<file path="config.mk">
export PLATFORM = sky130hd
export DESIGN_NAME = sevenseg_scan_driver
export DESIGN_NICKNAME = d
export VERILOG_FILES = /design/src/rtl/sevenseg_scan_driver.sv
export SDC_FILE = /design/constraint.sdc
export NUM_CORES = 1
export LEC_CHECK = 0
export ABC_CLOCK_PERIOD_IN_PS = 6800
export CAP_MARGIN = 20
export CORE_MARGIN = 2
export CORE_UTILIZATION = 59
export CTS_CLUSTER_DIAMETER = 200
export DETAILED_ROUTE_END_ITERATION = 10
export MAX_ROUTING_LAYER = met4
export PLACE_DENSITY = 0.81
export SLEW_MARGIN = 20
export SYNTH_ARGS = -nofsm -noshare
export SYNTH_HDL_FRONTEND = slang
export SYNTH_SLANG_ARGS = --single-unit
</file>
<file path="constraint.sdc">
create_clock -name clk_100MHz -period 6.8 [get_ports clk_100MHz]
set_clock_uncertainty 0.2 [all_clocks]
set_input_delay 0.68 -clock clk_100MHz [delete_from_list [all_inputs] [get_ports clk_100MHz]]
set_output_delay 0.68 -clock clk_100MHz [all_outputs]
set_load 0.05 [all_outputs]
</file>
<file path="src/rtl/sevenseg_scan_driver.sv">
// Four-digit common-anode 7-segment scan driver.
// Shows "d3 d2 . d1 d0": one digit is lit per slot, with a dark guard cycle
// between slots to suppress ghosting. All four digits are captured together at
// the start of each frame, so a value that changes mid-frame cannot tear.
module sevenseg_scan_driver #(
  parameter int REFRESH_DIV   = 100000,  // clock cycles per digit slot, >= 2
  parameter int DP_POS        = 2,       // scan index whose decimal point is lit
  parameter bit BLANK_LEADING = 1'b1     // show a zero tens digit as blank
) (
  input  logic       clk_100MHz,
  input  logic       reset,        // asynchronous, active-low
  input  logic [3:0] digit0,
  input  logic [3:0] digit1,
  input  logic [3:0] digit2,
  input  logic [3:0] digit3,
  output logic [6:0] seg,
  output logic       dp,
  output logic [3:0] an,
  output logic       frame_start
);

  localparam int PW = (REFRESH_DIV > 1) ? $clog2(REFRESH_DIV) : 1;
  localparam logic [PW-1:0] PRESCALE_LAST = PW'(REFRESH_DIV - 1);
  localparam logic [1:0]    DP_IDX        = 2'(DP_POS);

  logic [PW-1:0] prescaler_reg;
  logic          tick;
  logic [1:0]    idx_reg;
  logic [1:0]    idx_next;
  logic          scan_active_reg;  // stays low until the first slot boundary
  logic          frame_latch;
  logic [3:0]    digit_in [4];
  logic [3:0]    snapshot [4];
  logic [3:0]    cur_digit;
  logic [6:0]    seg_next;

  assign tick        = (prescaler_reg == PRESCALE_LAST);
  assign idx_next    = idx_reg + 2'd1;
  assign frame_latch = tick && (idx_next == 2'd0);

  assign digit_in[0] = digit0;
  assign digit_in[1] = digit1;
  assign digit_in[2] = digit2;
  assign digit_in[3] = digit3;

  assign cur_digit = snapshot[idx_reg];

  // Slot-length prescaler; the terminal count marks a slot boundary.
  always_ff @(posedge clk_100MHz or negedge reset) begin
    if (!reset) begin
      prescaler_reg <= '0;
    end else if (tick) begin
      prescaler_reg <= '0;
    end else begin
      prescaler_reg <= prescaler_reg + 1'b1;
    end
  end

  // Scan index advances on every slot boundary; display is armed at the first one.
  always_ff @(posedge clk_100MHz or negedge reset) begin
    if (!reset) begin
      idx_reg         <= 2'd3;
      scan_active_reg <= 1'b0;
    end else if (tick) begin
      idx_reg         <= idx_next;
      scan_active_reg <= 1'b1;
    end
  end

  // Per-digit frame snapshot, captured only when the scan wraps to index 0.
  generate
    for (genvar gi = 0; gi < 4; gi++) begin : g_snapshot
      logic [3:0] digit_reg;

      // Capture this digit at the start of each frame.
      always_ff @(posedge clk_100MHz or negedge reset) begin
        if (!reset) begin
          digit_reg <= 4'd0;
        end else if (frame_latch) begin
          digit_reg <= digit_in[gi];
        end
      end

      assign snapshot[gi] = digit_reg;
    end
  endgenerate

  // BCD to active-low segments, with dash for non-BCD and optional leading blank.
  always_comb begin
    seg_next = 7'h3F;
    case (cur_digit)
      4'd0: seg_next = 7'h40;
      4'd1: seg_next = 7'h79;
      4'd2: seg_next = 7'h24;
      4'd3: seg_next = 7'h30;
      4'd4: seg_next = 7'h19;
      4'd5: seg_next = 7'h12;
      4'd6: seg_next = 7'h02;
      4'd7: seg_next = 7'h78;
      4'd8: seg_next = 7'h00;
      4'd9: seg_next = 7'h10;
      default: seg_next = 7'h3F;
    endcase
    if (BLANK_LEADING && (idx_reg == 2'd3) && (cur_digit == 4'd0)) begin
      seg_next = 7'h7F;
    end
  end

  // Registered display outputs: dark on boundaries and before arming, else the current digit.
  always_ff @(posedge clk_100MHz or negedge reset) begin
    if (!reset) begin
      an          <= 4'b1111;
      seg         <= 7'h7F;
      dp          <= 1'b1;
      frame_start <= 1'b0;
    end else begin
      frame_start <= frame_latch;
      if (tick || !scan_active_reg) begin
        an  <= 4'b1111;
        seg <= 7'h7F;
        dp  <= 1'b1;
      end else begin
        an  <= ~(4'b0001 << idx_reg);
        seg <= seg_next;
        dp  <= (idx_reg == DP_IDX) ? 1'b0 : 1'b1;
      end
    end
  end

endmodule

</file>
Yosys cells after proc, flatten, opt, wreduce, memory -nomap -nowiden. Memory sizes are Yosys's and may differ from the RTL's. Index checks and enable logic that the tools add are counted.

Memories kept: 1. Register bits: 49. Bits of input ports: 18. Output and inout port bits: 13. Logic and storage cells: 36. Memory bits (read-only): 112.

Equality and inequality tests: 3. Bitwise operators: 2. Mux-type cells: 9. Add/sub/neg operators: 2. Shifts and indexed selects: 1. Reduce and logical (&&, ||, !) cells: 6. Magnitude comparators: 1.

Memory list: (name not given) (words 16, width 7, read ports 1, clocked after Yosys merged registers in 0, write ports 0, RTL line 91) `case (cur_digit)`.

Operator list (count): $add 17x1->17 const B (1); $eq 17x17->1 const B (1); $mux 17 (1); $mux 7 (2); $mux 4 (3); $bmux 4 s2 (1); $eq 2x2->1 const B (2); $logic_not 4->1 (1); $not 4->4 (1); $shl 1x2->4 const A (1); $ge 3x3->1 const B (1); $not 2->3 (1); $add 2x1->2 const B (1); $logic_and 1x1->1 (2); $logic_not 2->1 (1); $mux 1 (2); $logic_not 1->1 (1); $logic_or 1x1->1 (1).

Depth between registers and ports, before layout.
Word-level depth: 8. Gate-level depth with buffers: 8. Gate-level depth less buffers: 7.

Least setup slack after synthesis. No wires, ideal clock.

Path kind: register to register. From: register idx_reg[0]. To: register seg[2]. Path buffers: 1. Stages on the path, launching flop included: 9. Path slack: 4.394 ns. Period minus slack after synthesis: 2.406 ns. Data arrival time: 2.127 ns. Library setup time: 0.079 ns. Required time: 6.521 ns. Cell sequence: dfstp_2 > buf_2 > mux4_2 > inv_1 > ha_1 > nand2_1 > nor4_1 > nor4_2 > o21ai_0.

Word-level cells in the longest chain between the ends: 8. Elaborated cells on any way between the ends: 10. Classes of those cells: eq/ne: 1; mux: 5; bitwise: 1; reduce/logical: 2; memory: 1.

Ends and longest elaborated chain: from (decl) (RTL line 28) `logic [1:0] idx_reg;`; from (signal assigned) (RTL line 65) `idx_reg <= idx_next;`; branches (longest 6 deep; another with $mem_v2 16x7); $mux 7 * (RTL line 104) `if (BLANK_LEADING && (idx_reg == 2'd3) && (cur_digit == 4'd0)) begin`; $mux 7 * (RTL line 118) `if (tick || !scan_active_reg) begin`; to (signal assigned) (RTL line 124) `seg <= seg_next;`; to (decl) (RTL line 16) `output logic [6:0] seg,`.

Every way passes the cells marked *. The select of a mux whose other input is x is not followed. A chain may end at the register's enable or synchronous reset.

Worst setup path in the final report.
From: register prescaler_reg[6]. To: register g_snapshot[0].digit_reg[2].

Word-level cells in the longest chain between the ends: 2.

Ends and longest elaborated chain: from (decl) (RTL line 26) `logic [PW-1:0] prescaler_reg;`; from (signal assigned) (RTL line 55) `prescaler_reg <= prescaler_reg + 1'b1;`; $eq 17x17->1 (RTL line 37) `assign tick = (prescaler_reg == PRESCALE_LAST);`; $logic_and 1x1->1 (RTL line 39) `assign frame_latch = tick && (idx_next == 2'd0);`; to (signal assigned) (RTL line 80) `digit_reg <= digit_in[gi];`; to (decl) (RTL line 73) `logic [3:0] digit_reg;`.

Every way passes these cells.

==> impl_results.html <==
<table>
<tr><th>Metric</th><th>Value</th></tr>
<tr><th colspan="2">Outcome</th></tr>
<tr><td>Status</td><td>complete, no violations</td></tr>
<tr><th colspan="2">Setup path</th></tr>
<tr><td>Startpoint Class</td><td>flop</td></tr>
<tr><td>CP bufs+invs</td><td>0</td></tr>
<tr><td>Category of cells accounting for the largest share of critical-path delay</td><td>simple AND/OR/NAND/NOR gates</td></tr>
<tr><td>Crit path capture type</td><td>flop</td></tr>
<tr><td>Worst setup path startpoint</td><td>prescaler_reg[6]$_DFF_PN0_</td></tr>
<tr><td>Worst Path Class, Setup</td><td>flop to flop</td></tr>
<tr><td>Max FO, Critical Path</td><td>16</td></tr>
<tr><td>Critical Path AT</td><td>2.88 ns</td></tr>
<tr><td>Delay of the slowest critical-path stage</td><td>0.65 ns</td></tr>
<tr><td>Data required time at the worst endpoint</td><td>6.79 ns</td></tr>
<tr><td>Slowest cell on the critical path</td><td>sky130_fd_sc_hd__nor4_4</td></tr>
<tr><td>Critical path, cell by cell</td><td>or4b_4 &gt; nor4_4 &gt; nand2_2 &gt; mux2_4</td></tr>
<tr><td>Launch instance of the worst register-to-register path</td><td>prescaler_reg[6]$_DFF_PN0_</td></tr>
<tr><th colspan="2">Floorplan</th></tr>
<tr><td>Die outline height</td><td>67.5 um</td></tr>
<tr><td>Core box area</td><td>3940 um^2</td></tr>
<tr><td>IO Count</td><td>31</td></tr>
<tr><td>Die Footprint</td><td>4560 um^2</td></tr>
<tr><td>Floorplan die width</td><td>67.5 um</td></tr>
<tr><td>Cell row count</td><td>23</td></tr>
<tr><td>Effective utilization at floorplan</td><td>0.603</td></tr>
<tr><th colspan="2">Clocking</th></tr>
<tr><td>Clk Latency, worst-skew pair</td><td>0.30 ns</td></tr>
<tr><td>Resized Gates After CTS</td><td>0</td></tr>
<tr><td>Clk root buf</td><td>sky130_fd_sc_hd__clkbuf_8</td></tr>
<tr><td>TritonCTS buffer count</td><td>5</td></tr>
<tr><td>Clock transition at the registers of the reported paths</td><td>0.08 ns</td></tr>
<tr><td>Clock tree from TritonCTS</td><td>done</td></tr>
<tr><td>Maximum clock path buffer count</td><td>2</td></tr>
<tr><td>Clock Sink Count</td><td>48</td></tr>
<tr><td>H-tree depth</td><td>2</td></tr>
<tr><td>Hold-fix buffers, CTS</td><td>0</td></tr>
<tr><td>Setup bufs post-CTS</td><td>0</td></tr>
<tr><th colspan="2">Logic synthesis</th></tr>
<tr><td>Flop and latch count out of synthesis</td><td>48</td></tr>
<tr><td>Commonest cells post-synth</td><td>sky130_fd_sc_hd__dfrtp_1, sky130_fd_sc_hd__dfstp_2, sky130_fd_sc_hd__ha_1, sky130_fd_sc_hd__nand3_1</td></tr>
<tr><td>Post-synthesis net count</td><td>219</td></tr>
<tr><td>Number of instances in the synthesized netlist</td><td>189</td></tr>
<tr><td>Number of enable-type register cells in the synthesized netlist</td><td>0</td></tr>
<tr><td>Unique cell type count in the Yosys netlist</td><td>40</td></tr>
<tr><td>Synth top area share</td><td>0.368</td></tr>
<tr><td>Most frequently used flop master after synthesis</td><td>sky130_fd_sc_hd__dfrtp_1</td></tr>
<tr><td>Leading area contributor after synthesis</td><td>sky130_fd_sc_hd__dfrtp_1</td></tr>
<tr><td>Synth warnings</td><td>0</td></tr>
<tr><td>Synthesized area per cell</td><td>12.6 um^2</td></tr>
<tr><td>Share of the yosys chip area belonging to registers</td><td>0.512</td></tr>
<tr><td>Largest cells by area after synthesis</td><td>sky130_fd_sc_hd__dfrtp_1, sky130_fd_sc_hd__dfstp_2, sky130_fd_sc_hd__ha_1</td></tr>
<tr><td>Ys async rst share</td><td>1.00</td></tr>
<tr><td>Post-synthesis cell area</td><td>2380 um^2</td></tr>
<tr><td>Most repeated cell in the gate-level netlist after synthesis</td><td>sky130_fd_sc_hd__dfrtp_1</td></tr>
<tr><th colspan="2">GRT</th></tr>
<tr><td>Overall fraction of global-route tracks in use</td><td>0.221</td></tr>
<tr><td>Number of antenna violations at the first check in global routing</td><td>0</td></tr>
<tr><td>Maximum number of pins on one net before global-route repair</td><td>49</td></tr>
<tr><td>Global route overflow</td><td>0</td></tr>
<tr><td>Number of global-route vias before repair</td><td>1493</td></tr>
<tr><td>Wire length of the first global-routing pass</td><td>7070 um</td></tr>
<tr><th colspan="2">Timing</th></tr>
<tr><td>Hold Slack</td><td>0.170 ns</td></tr>
<tr><td>Max frequency</td><td>0.346 GHz</td></tr>
<tr><td>Setup WS post-layout</td><td>3.91 ns</td></tr>
<tr><td>Max-slew headroom</td><td>0.560</td></tr>
<tr><td>Worst-margin pin slew</td><td>0.652 ns</td></tr>
<tr><td>Setup TNS</td><td>0 ns</td></tr>
<tr><td>Final number of max-transition violations</td><td>0</td></tr>
<tr><td>Setup repair after global routing missed its margin</td><td>false</td></tr>
<tr><td>Final Hold Fails</td><td>0</td></tr>
<tr><td>Min Tclk post-route</td><td>2.89 ns</td></tr>
<tr><td>Final setup violation count</td><td>0</td></tr>
<tr><td>Final period util</td><td>0.425</td></tr>
<tr><th colspan="2">Power</th></tr>
<tr><td>Total power draw</td><td>526 uW</td></tr>
<tr><td>Combinational fraction of design power</td><td>0.064</td></tr>
<tr><td>Internal power component</td><td>420 uW</td></tr>
<tr><td>Pwr Density</td><td>188 nW/um^2</td></tr>
<tr><td>Power share of the clock group</td><td>0.378</td></tr>
<tr><td>Max IR drop VDD</td><td>167 uV</td></tr>
<tr><td>Proportion of power drawn by flip-flops and latches</td><td>0.558</td></tr>
<tr><td>Static leakage power</td><td>1.21 nW</td></tr>
<tr><td>Net switching power</td><td>107 uW</td></tr>
<tr><td>Net switching share of the total power</td><td>0.203</td></tr>
<tr><th colspan="2">Final layout</th></tr>
<tr><td>Multi-input combinational cell area</td><td>1100 um^2</td></tr>
<tr><td>Layout area overhead</td><td>17.8%</td></tr>
<tr><td>Filler cells</td><td>263</td></tr>
<tr><td>Sequential cell area</td><td>1220 um^2</td></tr>
<tr><td>Flip-flop count of the largest register, all copies and words added</td><td>17</td></tr>
<tr><td>Number of nets in the final layout</td><td>248</td></tr>
<tr><td>Final core utilization</td><td>0.711</td></tr>
<tr><td>N_diodes</td><td>0</td></tr>
<tr><td>Fraction of final layout cells with drive strength greater than 1</td><td>0.219</td></tr>
<tr><th colspan="2">Min path</th></tr>
<tr><td>Min-Delay Path Class</td><td>primary input to asynchronous set/reset pin</td></tr>
<tr><th colspan="2">Placement</th></tr>
<tr><td>Worst-case setup slack after placement</td><td>3.96 ns</td></tr>
<tr><td>Placer Congestion</td><td>0.799</td></tr>
<tr><td>Placed wire-length estimate after detailed placement</td><td>3070 um</td></tr>
<tr><td>Port Buf Inserts</td><td>30</td></tr>
<tr><th colspan="2">Route</th></tr>
<tr><td>Vias per cell</td><td>5.84</td></tr>
<tr><td>Detailed-route wire length</td><td>4260 um</td></tr>
<tr><td>Drt first-iter violations</td><td>107</td></tr>
<tr><td>Vias</td><td>1572</td></tr>
<tr><td>TritonRoute pass-1 iters</td><td>4</td></tr>
<tr><td>Routed wire length per instance</td><td>15.8 um</td></tr>
<tr><td>Count of nets left with antenna violations after detail routing</td><td>0</td></tr>
<tr><td>Post-route DRC violation count</td><td>0</td></tr>
<tr><th colspan="2">Run</th></tr>
<tr><td>Max-cap violation count</td><td>0</td></tr>
</table>
[layout by cell type (no fill, tap or decap), drive strengths merged, types with 3 or more instances in the layout]
cell type / count
dfrtp: 35
clkdlybuf4s50: 29
mux2: 20
dfstp: 13
ha: 12
nand3: 11
nor2: 9
o21ai: 9
nand2: 9
xor2: 7
clkbuf: 7
xnor2: 6
inv: 5
nor4: 5
nand4: 4
a21oi: 4
mux4: 4
or3: 3
and4: 3
nor3: 3
[worst paths after layout]
path	slack, ns	to	depth (start not counted)
max	3.91	g_snapshot[0].digit_reg[2]$_DFFE_PN0P_	4
min	0.17	g_snapshot[2].digit_reg[0]$_DFFE_PN0P_	1
max reg2reg	3.91	g_snapshot[0].digit_reg[2]$_DFFE_PN0P_	4
min reg2reg	0.29	prescaler_reg[12]$_DFF_PN0_	1
max in group asynchronous	5.82	idx_reg[1]$_DFFE_PN1N_	1
min in group clk_100MHz	0.29	prescaler_reg[12]$_DFF_PN0_	1
[logic make-up after synthesis]
group | count (synthesis) | synth area share
AO/OA/AOI/OAI | 19 | 0.0473
XOR/XNOR | 13 | 0.0479
adder cells (fa/ha/maj) | 12 | 0.0631
buffers and inverters | 13 | 0.0263
flip-flops | 48 | 0.512
multiplexers | 26 | 0.157
AND/OR/NAND/NOR | 58 | 0.147
[metal layers]
| layer | global-route usage | vias up | routed length, um |
|---|---|---|---|
| met2 | 0.341 | 45 | 2090 |
| met1 | 0.286 | 783 | 1920 |
| met4 | 0.0689 | 0 | 86 |
| li1 | - | 734 | - |
| met5 | - | - | 0 |
| met3 | 0.0617 | 10 | 159 |
[metrics by stage]
step                instances  area (um^2)
floorplan                 189         2380
global placement          261         2690
detailed placement        261         2690
CTS                       269         2800
global route              269         2800
finish                    269         2800
[cell type report]
| class | instances | share of cell area |
|---|---|---|
| clock inverter | 1 | 0.0107 |
| multi-input combinational | 128 | 0.392 |
| timing repair buffer | 30 | 0.106 |
| tap | 50 | 0.0223 |
| inverter | 5 | 0.00670 |
| clock buffer | 7 | 0.0272 |
| sequential | 48 | 0.435 |
[power by group through the flow]
stage / logic, mW / registers, mW / clock network (mW)
4_1_cts: 0.0338 / 0.294 / 0.202
6_report: 0.0335 / 0.294 / 0.199
2_1_floorplan: 0.0160 / 0.298 / 0
3_5_place_dp: 0.0336 / 0.299 / 0
5_1_grt: 0.0370 / 0.295 / 0.221
3_3_place_gp: 0.0320 / 0.299 / 0
[worst reg2reg max path, stage by stage, from the launching register on]
cell and delay (ns):
sky130_fd_sc_hd__dfrtp_1 0.45, sky130_fd_sc_hd__or4b_4 0.60, sky130_fd_sc_hd__nor4_4 0.65, sky130_fd_sc_hd__nand2_2 0.46
sky130_fd_sc_hd__mux2_4 0.43
No activity file was read; power rests on OpenSTA's default activity.
